$ cat src/rtl/tank_level_emulator.sv
// rtl/tank_level_emulator.sv - water tank emulator driving five thermometer level sensors
module tank_level_emulator #(
    parameter int STEP_CYCLES = 50_000_000,
    parameter int INIT_LEVEL  = 0
) (
    input  logic       clk,
    input  logic       rst,
    input  logic       fill_req,
    input  logic       drain_req,
    input  logic       fault_en,
    output logic       sen0,
    output logic       sen1,
    output logic       sen2,
    output logic       sen3,
    output logic       sen4,
    output logic [2:0] level,
    output logic       busy
);
    localparam int             CW       = $clog2(STEP_CYCLES);
    localparam logic [CW-1:0]  CNT_MAX  = CW'(STEP_CYCLES - 1);
    localparam logic [2:0]     LVL_INIT = 3'(INIT_LEVEL);
    localparam logic [2:0]     LVL_TOP  = 3'd5;
    localparam logic [4:0]     SEN_INIT = 5'((32'd1 << INIT_LEVEL) - 32'd1);

    typedef enum logic [1:0] {IDLE, FILL, DRAIN} state_t;

    state_t        state, state_next;
    logic [CW-1:0] cnt, cnt_next;
    logic [2:0]    level_next;
    logic [4:0]    sen_r, sen_next;
    logic          fill_m, fill_s, drain_m, drain_s, fault_m, fault_s;

    // Two-flop synchronisers for the raw button and switch inputs
    always_ff @(posedge clk) begin
        if (rst) begin
            fill_m  <= 1'b0;
            fill_s  <= 1'b0;
            drain_m <= 1'b0;
            drain_s <= 1'b0;
            fault_m <= 1'b0;
            fault_s <= 1'b0;
        end else begin
            fill_m  <= fill_req;
            fill_s  <= fill_m;
            drain_m <= drain_req;
            drain_s <= drain_m;
            fault_m <= fault_en;
            fault_s <= fault_m;
        end
    end

    // Next state, step counter, level and sensor pattern
    always_comb begin
        state_next = state;
        level_next = level;
        cnt_next   = '0;
        sen_next   = '0;
        case (state)
            IDLE: begin
                if (fill_s && !drain_s && level < LVL_TOP)
                    state_next = FILL;
                else if (drain_s && !fill_s && level > 3'd0)
                    state_next = DRAIN;
            end
            FILL: begin
                if (!fill_s || drain_s) begin
                    state_next = IDLE;
                end else if (cnt == CNT_MAX) begin
                    level_next = level + 3'd1;
                    if (level == LVL_TOP - 3'd1)
                        state_next = IDLE;
                end else begin
                    cnt_next = cnt + 1'b1;
                end
            end
            DRAIN: begin
                if (!drain_s || fill_s) begin
                    state_next = IDLE;
                end else if (cnt == CNT_MAX) begin
                    level_next = level - 3'd1;
                    if (level == 3'd1)
                        state_next = IDLE;
                end else begin
                    cnt_next = cnt + 1'b1;
                end
            end
            default: state_next = IDLE;
        endcase
        for (int i = 0; i < 5; i++)
            sen_next[i] = (level_next > 3'(i));
        // A lit top sensor over a dark one below (or vice versa) breaks the thermometer code
        if (fault_s)
            sen_next[4] = ~sen_next[4];
    end

    // State, level, counter and registered outputs
    always_ff @(posedge clk) begin
        if (rst) begin
            state <= IDLE;
            cnt   <= '0;
            level <= LVL_INIT;
            sen_r <= SEN_INIT;
            busy  <= 1'b0;
        end else begin
            state <= state_next;
            cnt   <= cnt_next;
            level <= level_next;
            sen_r <= sen_next;
            busy  <= (state_next != IDLE);
        end
    end

    assign sen0 = sen_r[0];
    assign sen1 = sen_r[1];
    assign sen2 = sen_r[2];
    assign sen3 = sen_r[3];
    assign sen4 = sen_r[4];
endmodule
$ cat config.mk
export PLATFORM = sky130hd
export DESIGN_NAME = tank_level_emulator
export DESIGN_NICKNAME = d
export VERILOG_FILES = /design/src/rtl/tank_level_emulator.sv
export SDC_FILE = /design/constraint.sdc
export NUM_CORES = 1
export LEC_CHECK = 0
export ABC_AREA = 1
export CAP_MARGIN = 20
export CORE_AREA = 5 5 70 97
export DETAILED_ROUTE_END_ITERATION = 10
export DIE_AREA = 0 0 75 102
export PLACE_DENSITY = 0.56
export SYNTH_ARGS = -nofsm -noshare
export SYNTH_HDL_FRONTEND = slang
export SYNTH_SLANG_ARGS = --single-unit
$ cat constraint.sdc
create_clock -name clk -period 1.8 [get_ports clk]
set_input_delay 0.27 -clock clk [delete_from_list [all_inputs] [get_ports clk]]
set_output_delay 0.27 -clock clk [all_outputs]
set_load 0.005 [all_outputs]
Word level (Yosys, flattened, before mapping)
Index checks and enable logic that the tools add are counted.

word-level totals
  register bits after elaboration = 43
  bits of input ports = 5
  output and inout port bits = 9
  logic and storage cells = 56

cells by class
  add/sub/neg operators = 3
  order comparisons = 7
  equal/unequal tests = 5
  mux-type cells = 19
  bitwise gates (word level) = 1
  reduce and logical (&&, ||, !) cells = 10

operators by type and width
  operator                                                               number
  26-bit 2-to-1 mux                                                      3
  26-bit case mux with 2 select lines                                    1
  26-bit by 1-bit adder with 26-bit output (second input constant)       1
  26-bit == test (second input constant)                                 1
  2-bit 2-to-1 mux                                                       8
  3-bit 2-to-1 mux                                                       4
  3-bit by 1-bit > comparator with 1-bit output (second input constant)  3
  3-bit by 2-bit > comparator with 1-bit output (second input constant)  2
  2-bit case mux with 3 select lines                                     1
  3-bit case mux with 2 select lines                                     1
  1-bit logical AND                                                      4
  3-bit by 1-bit adder with 3-bit output (second input constant)         1
  3-bit by 1-bit == test with 1-bit output (second input constant)       1
  3-bit == test (second input constant)                                  1
  3-bit > comparator (second input constant)                             1
  3-bit < comparator (second input constant)                             1
  3-bit by 1-bit subtractor with 3-bit output (second input constant)    1
  2-bit by 1-bit == test with 1-bit output (second input constant)       1
  2-bit == test (second input constant)                                  1
  1-bit logical NOT                                                      2
  2-bit logical NOT                                                      1
  1-bit logical OR                                                       2
  2-bit nonzero test                                                     1
  1-bit 2-to-1 mux                                                       1
  1-bit inverter                                                         1

Depth between registers and ports, before layout
Gate-level depths: netlist of run 1.

  depth after elaboration = 7
  mapped depth = 15
  mapped depth without buffers = 15

Least setup slack after synthesis of run 1
Ideal clock, no wire load.

  path type = flip-flop to flip-flop
  from = register state[1]
  to = register cnt[10]
  library setup time = 0.086 ns
  arrival = 1.591 ns
  required time = 1.714 ns
  setup slack = 0.123 ns
  cell stages (with the launch flop) = 9
  path through = dfxtp_1 > inv_1 > ha_1 > buf_2 > nand3_2 > nor2_2 > inv_2 > buf_6 > a211oi_1

on the way
  word-level cells in the longest chain between the ends = 2

RTL lines
  what                                                                       RTL line  text
  start: declaration                                                         27        state_t state, state_next;
  start signal: assignment                                                   105       state <= state_next;
  2-bit == test or 2-bit by 1-bit == test with 1-bit output (tied branches)  58        case (state)
  26-bit case mux with 2 select lines *                                      58
  end signal: assignment                                                     106       cnt <= cnt_next;
  end: declaration                                                           28        logic [CW-1:0] cnt, cnt_next;

Every way passes the cells marked *; elsewhere a longest branch is shown, timed or not.
A chain may end at the register's enable or synchronous reset.

Worst setup path after layout of run 1
  from = register cnt[0]
  to = register sen_r[2]

on the way
  word-level cells in the longest chain between the ends = 5

RTL lines
  what                                             RTL line  text
  26-bit == test *                                 68, 79
  3-bit 2-to-1 mux (on tied branches)              79, 68
  3-bit 2-to-1 mux (on tied branches)              77, 66
  3-bit case mux with 2 select lines *             58
  3-bit by 2-bit > comparator with 1-bit output *  90        sen_next[i] = (level_next > 3'(i));
  end signal: assignment                           108       sen_r <= sen_next;
  end: declaration                                 30        logic [4:0] sen_r, sen_next;

Marked as above.

==> results of run 1 <==
power groups by stage:
stage | logic [mW] | registers [mW] | clock network (mW)
after floorplan | 0.0304 | 0.985 | 0
after global placement | 0.0554 | 0.986 | 0
after detailed placement | 0.0558 | 0.986 | 0
after CTS | 0.0562 | 0.964 | 0.613
after global routing | 0.0635 | 0.963 | 0.651
final | 0.0562 | 0.962 | 0.589
worst register-to-register path, delay by kind of cell, from the launching register on:
family / cells / cell delay, ns
compound gates: 1 / 0.08
fa+ha+maj: 1 / 0.16
buf+inv: 1 / 0.06
flops: 1 / 0.37
simple gates: 11 / 1.00
logic make-up after synthesis:
family                     synth area share (%)
xor gates and xnor gates                   1.55
AOI/OAI and AO/OA                          9.30
buffers and inverters                      9.52
DFF                                        38.1
adders and majority gates                  4.98
and+or+nand+nor                            36.6
layer usage:
| layer | routed length (um) | vias to the layer above |
|---|---|---|
| met5 | 0 | - |
| met4 | 93 | 0 |
| met3 | 130 | 7 |
| met2 | 3050 | 36 |
| met1 | 2060 | 993 |
| li1 | - | 1113 |
per-stage QoR:
step	power, mW	instance area, um^2	utilization, %
2_1_floorplan	1.02	2260	-
3_3_place_gp	1.04	2680	46.0
3_5_place_dp	1.04	2680	46.0
4_1_cts	1.63	2760	47.4
5_1_grt	1.68	2970	50.9
6_report	1.61	2970	50.9
sequential cells by signal, summed over array words and instances (netlist names):
register	count
sen_r	5
cnt	26
fault_s	1
drain_s	1
fill_m	1
fault_m	1
busy	1
fill_s	1
state	2
level	3
drain_m	1
placed cells by master (no fill, tap or decap), drive strengths merged, types with 3 or more instances in the layout:
cell,instances
nand2,69
nor2,62
inv,52
dfxtp,43
buf,34
nand3,21
clkdlybuf4s50,13
a21oi,10
o21ai,10
ha,9
nand4,7
nor3,7
clkbuf,7
xor2,4
o21a,4
a211oi,3
nor4,3
worst paths after layout:
| check | from | depth (start not counted) | endpoint |
|---|---|---|---|
| worst min register to register | fill_m | 2 | fill_s |
| worst max-delay path | cnt[0] | 14 | sen_r[2] |
| worst min-delay path | fill_m | 2 | fill_s |
| worst max register to register | cnt[0] | 14 | sen_r[2] |
area by class of cell:
class                   count  area [um^2]  area share, %
flip-flops and latches     43          872           29.4
clock buffers               7         76.3           2.57
repair buffers             47          389           13.1
well taps                  70         87.6           2.95
inverters                  52          198           6.67
clock inverters             1         5.00          0.169
multi-input cells         221         1340           45.1
timing repair:
item                                    in CTS  in global routing
pin swaps                                    0                 11
resized for setup                            2                 49
endpoints found under the setup margin       5                 23
buffers inserted                             0                  5
cloned                                       0                  0
==> flow_metrics.py, run 1 <==
metrics = {
    "status": {
        "status": "finished, final reports clean",
    },
    "finish": {
        "layout-drive-gt1-share_pct": 27.8,
        "fill_cells": 600,
        "stdcell_count": 441,
        "area_growth_pct": 31.2,
        "diodes": 0,
        "nNetsFinal": 384,
    },
    "timing": {
        "hold_violations": 0,
        "final_max_slew_viol_count": 0,
        "finalClockSkew_ns": 0.00453,
        "period_share_pct": 99.0,
        "setup_tns_ns": 0,
        "rsz0062_at_grt": "yes",
        "setup_ws_ns": 0.0189,
        "tightest_slew_ns": 0.251,
        "fin_crit_ns": 1.78,
        "fmax_mhz": 561,
        "setup_viol_count_final": 0,
        "max_slew_margin_pct": 83.1,
        "holdWs_ns": 0.408,
    },
    "global_routing": {
        "grt_pass1_wl_um": 9030,
        "overflow": 0,
        "met3_usage_pct": 2.66,
        "gr-usage-met2_pct": 29.1,
        "track_usage_pct": 15.0,
        "top_usage_layer": "met2",
        "grt_max_degree": 16,
        "grtUsageMet1_pct": 15.3,
        "grt_pass1_vias": 2159,
        "antenna_found_initial": 0,
    },
    "yosys": {
        "synth.most_common_cell": "nand2_1",
        "synth-edff-count": 0,
        "yosysWarnings": 0,
        "ys_seq_area_share_pct": 38.1,
        "async_flop_share_pct": 0,
        "synth_top_area_share_pct": 38.1,
        "synth-seq-cells": 43,
        "yosys.area.top_type": "dfxtp_1",
        "synth_area_leaders": "dfxtp_1 38%, nand2_1 10%, inv_1 8.1%, nor2_1 8.1%, ha_1 5.0%",
        "synth_top_flop_cell": "dfxtp_1",
        "netlist_area_um2": 2260,
        "synth_nets": 333,
        "postSynthAreaPerCell_um2": 7.09,
        "ys_types": 35,
        "synth_common_cells": "62 x nand2_1, 49 x inv_1, 49 x nor2_1",
        "synth_cells": 319,
    },
    "floorplan": {
        "core-area_um2": 5820,
        "initial_core_util_pct": 38.8,
        "die_h_um": 102,
        "rows": 33,
        "die-area_um2": 7650,
        "die_w_um": 75,
        "pin_count": 14,
    },
    "placement": {
        "place_congestion": 0.805,
        "io_buffers": 13,
        "dp_slack_ns": -0.0332,
        "place_hpwl_um": 4070,
        "dp_cells": 428,
    },
    "detailed_routing": {
        "drc": 0,
        "drt-vias-per-instance": 4.87,
        "drt_wl_total_um": 5340,
        "avgRoutedWirePerCell_um": 12.1,
        "first_pass_iters": 6,
        "ant_nets": 0,
        "vias": 2149,
        "drt_iter0_drc": 47,
    },
    "worst_setup_path": {
        "cpMaxStageDelayCell": "dfxtp_2",
        "max_stage_delay_ns": 0.37,
        "cp_data_required_time_ns": 1.98,
        "path_max_fanout": 5,
        "critPathKind": "flip-flop to flip-flop",
        "path_delay_family": "simple AND/OR/NAND/NOR gates",
        "cp-end-kind": "flip-flop",
        "regToRegSetupSlack_ns": 0.02,
        "worstPathArrival_ns": 1.96,
        "crit_buf_inv": 1,
        "critical_path.cell_chain": "ha_4 > nand2_2 > nor2_4 > nand2_4 > inv_2 > nand2_2 > nor2_4 > nand4_1 > nand3_2 > nand2_1 > nand2_1 > nand2_1 > nand2_2 > o21ai_1",
        "startpoint_type": "flip-flop",
    },
    "cts": {
        "htree_levels": 2,
        "clkSinkCount": 43,
        "cts_buffer_depth": 2,
        "hold_buffers": 0,
        "clk_latency_ns": 0.29,
        "cts_tree": "done",
        "cts_buffers": 5,
        "root_buffer": "clkbuf_8",
        "clkTransAtPathRegs_ns": 0.08,
    },
    "power": {
        "ir_drop_v": 0.000334,
        "p_comb_share_pct": 3.5,
        "p_sw_share_pct": 21.8,
        "p_seq_share_pct": 59.8,
        "p_leak_nw": 1.18,
        "p_int_mw": 1.26,
        "clkPwrFrac_pct": 36.7,
        "power.density_nw_per_um2": 542,
        "p_switching_mw": 0.350,
    },
    "worst_hold_path": {
        "min_path_type": "flip-flop to flip-flop",
    },
    "run": {
        "cap_violations": 0,
    },
}
Power figures use the tool's default switching activity.
==> inputs of run 2 (changes only) <==
--- a/config.mk
+++ b/config.mk
@@ -8,6 +8,7 @@
 export ABC_AREA = 1
 export CAP_MARGIN = 20
 export CORE_AREA = 5 5 70 97
+export CTS_BUF_LIST = sky130_fd_sc_hd__clkbuf_4
 export DETAILED_ROUTE_END_ITERATION = 10
 export DIE_AREA = 0 0 75 102
 export PLACE_DENSITY = 0.56
==> constraint.sdc (replaced) <==
create_clock -name clk -period 1.92 [get_ports clk]
set_input_delay 0.288 -clock clk [delete_from_list [all_inputs] [get_ports clk]]
set_output_delay 0.288 -clock clk [all_outputs]
set_load 0.005 [all_outputs]
==> run 2 against run 1 <==
Non-clock buffer count fell by 23. Final area fell by 11%. Critical path type unchanged. Count of clock-buffer cells in the layout decreased by 2. Routed wire length decreased by 8.4%. Sequential cell count unchanged. Largest power group unchanged. Sequential power fell by 6.1%.
==> flow_metrics.py, run 2 (synthesized netlist as in run 1, its figures left out) <==
metrics = {
    "placement": {
        "dp_cells": 409,
        "place_congestion": 0.849,
        "io_buffers": 13,
        "placed_cell_area_um2": 2530,
        "place_hpwl_um": 3860,
    },
    "global_routing": {
        "gr-usage-met2_pct": 28.0,
        "grt_max_degree": 16,
        "top_usage_layer": "met2",
        "antenna_found_initial": 0,
        "grt_pass1_wl_um": 8580,
        "track_usage_pct": 14.5,
        "grt_pass1_vias": 2046,
        "grtUsageMet1_pct": 14.9,
        "met3_usage_pct": 3.05,
        "overflow": 0,
    },
    "finish": {
        "post-route-cell-area_um2": 2640,
        "area_growth_pct": 16.9,
        "diodes": 0,
        "reg.largest.list": "cnt: 26 flops, sen_r: 5 flops, level: 3 flops",
        "top_register": "cnt",
        "fill_cells": 588,
        "stdcell_count": 418,
        "finish.utilization_pct": 45.4,
        "nNetsFinal": 361,
        "final_cell_mix": "61 x nand2_1, 48 x inv_1, 45 x nor2_1",
        "layout-drive-gt1-share_pct": 18.1,
        "largest_reg_flops": 26,
        "layout_commonest_cell": "nand2_1",
    },
    "detailed_routing": {
        "drc": 0,
        "drt_wl_total_um": 4890,
        "avgRoutedWirePerCell_um": 11.7,
        "drt_iter0_drc": 56,
        "first_pass_iters": 4,
        "drt-vias-per-instance": 4.77,
        "ant_nets": 0,
        "vias": 1995,
    },
    "power": {
        "ir_drop_v": 0.000439,
        "p_total_mw": 1.38,
        "power.density_nw_per_um2": 524,
        "p_leak_nw": 1.00,
    },
    "worst_setup_path": {
        "crit_end": "cnt[11]",
        "critPathKind": "flip-flop to flip-flop",
        "cp-end-kind": "flip-flop",
        "path_delay_family": "simple AND/OR/NAND/NOR gates",
        "worstPathArrival_ns": 2.02,
        "regToRegSetupSlack_ns": 0.17,
        "startpoint_type": "flip-flop",
        "cp_data_required_time_ns": 2.18,
        "max_stage_delay_ns": 0.38,
        "rr_worst_depth": 12,
        "r2r-end": "cnt[11]",
        "path_max_fanout": 15,
        "critical_path.cell_chain": "ha_4 > nand2_1 > nor2_2 > nand2_1 > inv_2 > nand2_2 > nor2_4 > buf_4 > nor2_2 > inv_2 > nor2_1 > o21a_1",
        "cpMaxStageDelayCell": "dfxtp_4",
        "crit_buf_inv": 3,
        "worstSetupStartpoint": "cnt[0]",
        "r2r_start": "cnt[0]",
        "worst-path-stages": 12,
    },
    "run": {
        "cap_violations": 0,
    },
    "floorplan": {
        "die_h_um": 102,
        "die_w_um": 75,
        "initial_core_util_pct": 38.8,
        "core-area_um2": 5820,
        "rows": 33,
        "die-area_um2": 7650,
        "pin_count": 14,
    },
    "cts": {
        "cts_tree": "done",
        "clkTransAtPathRegs_ns": 0.13,
        "clkSinkCount": 43,
        "htree_levels": 2,
        "cts_buffers": 5,
        "root_buffer": "clkbuf_4",
        "hold_buffers": 0,
        "clk_latency_ns": 0.35,
        "cts_buffer_depth": 2,
    },
    "timing": {
        "holdWs_ns": 0.410,
        "finalClockSkew_ns": 0.0102,
        "fmax_mhz": 570,
        "final_max_slew_viol_count": 0,
        "setup_viol_count_final": 0,
        "fin_crit_ns": 1.75,
        "period_share_pct": 91.4,
        "max_slew_margin_pct": 78.7,
        "hold_violations": 0,
        "tightest_slew_ns": 0.318,
    },
    "worst_hold_path": {
        "min_path_type": "flip-flop to flip-flop",
    },
    "status": {
        "status": "finished, final reports clean",
    },
}
run 2: changes by cell type in the layout (fill, tap and decap cells not counted), moves of 3 or more:
cell	delta
nand3_1	+3
clkbuf_8	-5
buf_4	-22
nor2_2	+3
inv_1	+3
clkbuf_4	+5
nor2_4	-5
nand2_1	+4
run 2: timing repair:
action	4_1_cts	5_1_grt
endpoints found under the hold margin	0	0
buffers inserted	0	1
resized for setup	0	17
setup endpoints to repair	0	15
run 2: routing by layer:
layer	wire, um	vias up
met3	113	6
li1	-	1067
met2	2710	20
met1	2010	902
met4	63	0
met5	0	-
run 2: worst min path at each step:
| stage | from | end | slack (ns) | depth (start not counted) |
|---|---|---|---|---|
| after floorplan | drain_m | drain_s | 0.39 | 2 |
| after global placement | drain_m | drain_s | 0.39 | 2 |
| after detailed placement | fill_m | fill_s | 0.40 | 2 |
| after CTS | fill_m | fill_s | 0.42 | 2 |
| after global routing | drain_m | drain_s | 0.43 | 2 |
| final | fill_m | fill_s | 0.41 | 2 |
run 2: layout make-up:
| class | count | area, um^2 | area share (%) |
|---|---|---|---|
| clock buffers | 5 | 37.5 | 1.42 |
| clock inverters | 3 | 15.0 | 0.568 |
| inverters | 52 | 195 | 7.39 |
| multi-input cells | 221 | 1220 | 46.4 |
| flip-flops and latches | 43 | 870 | 32.9 |
| well taps | 70 | 87.6 | 3.31 |
| repair buffers | 24 | 213 | 8.05 |
run 2: report_power, final:
part	total (mW)	switching (mW)	internal, mW	leakage, nW
clock network	0.429	0.292	0.137	0.0347
logic	0.0525	0.0274	0.0251	0.620
registers	0.903	0.00338	0.899	0.351
run 2: worst reg2reg max path: stages (launching register included):
cell and delay (ns):
dfxtp_4 0.38, ha_4 0.13, nand2_1 0.07, nor2_2 0.10, nand2_1 0.10, inv_2 0.08, nand2_2 0.07, nor2_4 0.13
buf_4 0.13, nor2_2 0.04, inv_2 0.25, nor2_1 0.09, o21a_1 0.11
run 2: stage by stage:
stage          setup WS, ns  setup TNS, ns
2_1_floorplan         0.243              0
3_3_place_gp         0.0936              0
3_5_place_dp         0.0880              0
4_1_cts              0.0533              0
5_1_grt            -0.00163       -0.00163
6_report              0.166              0
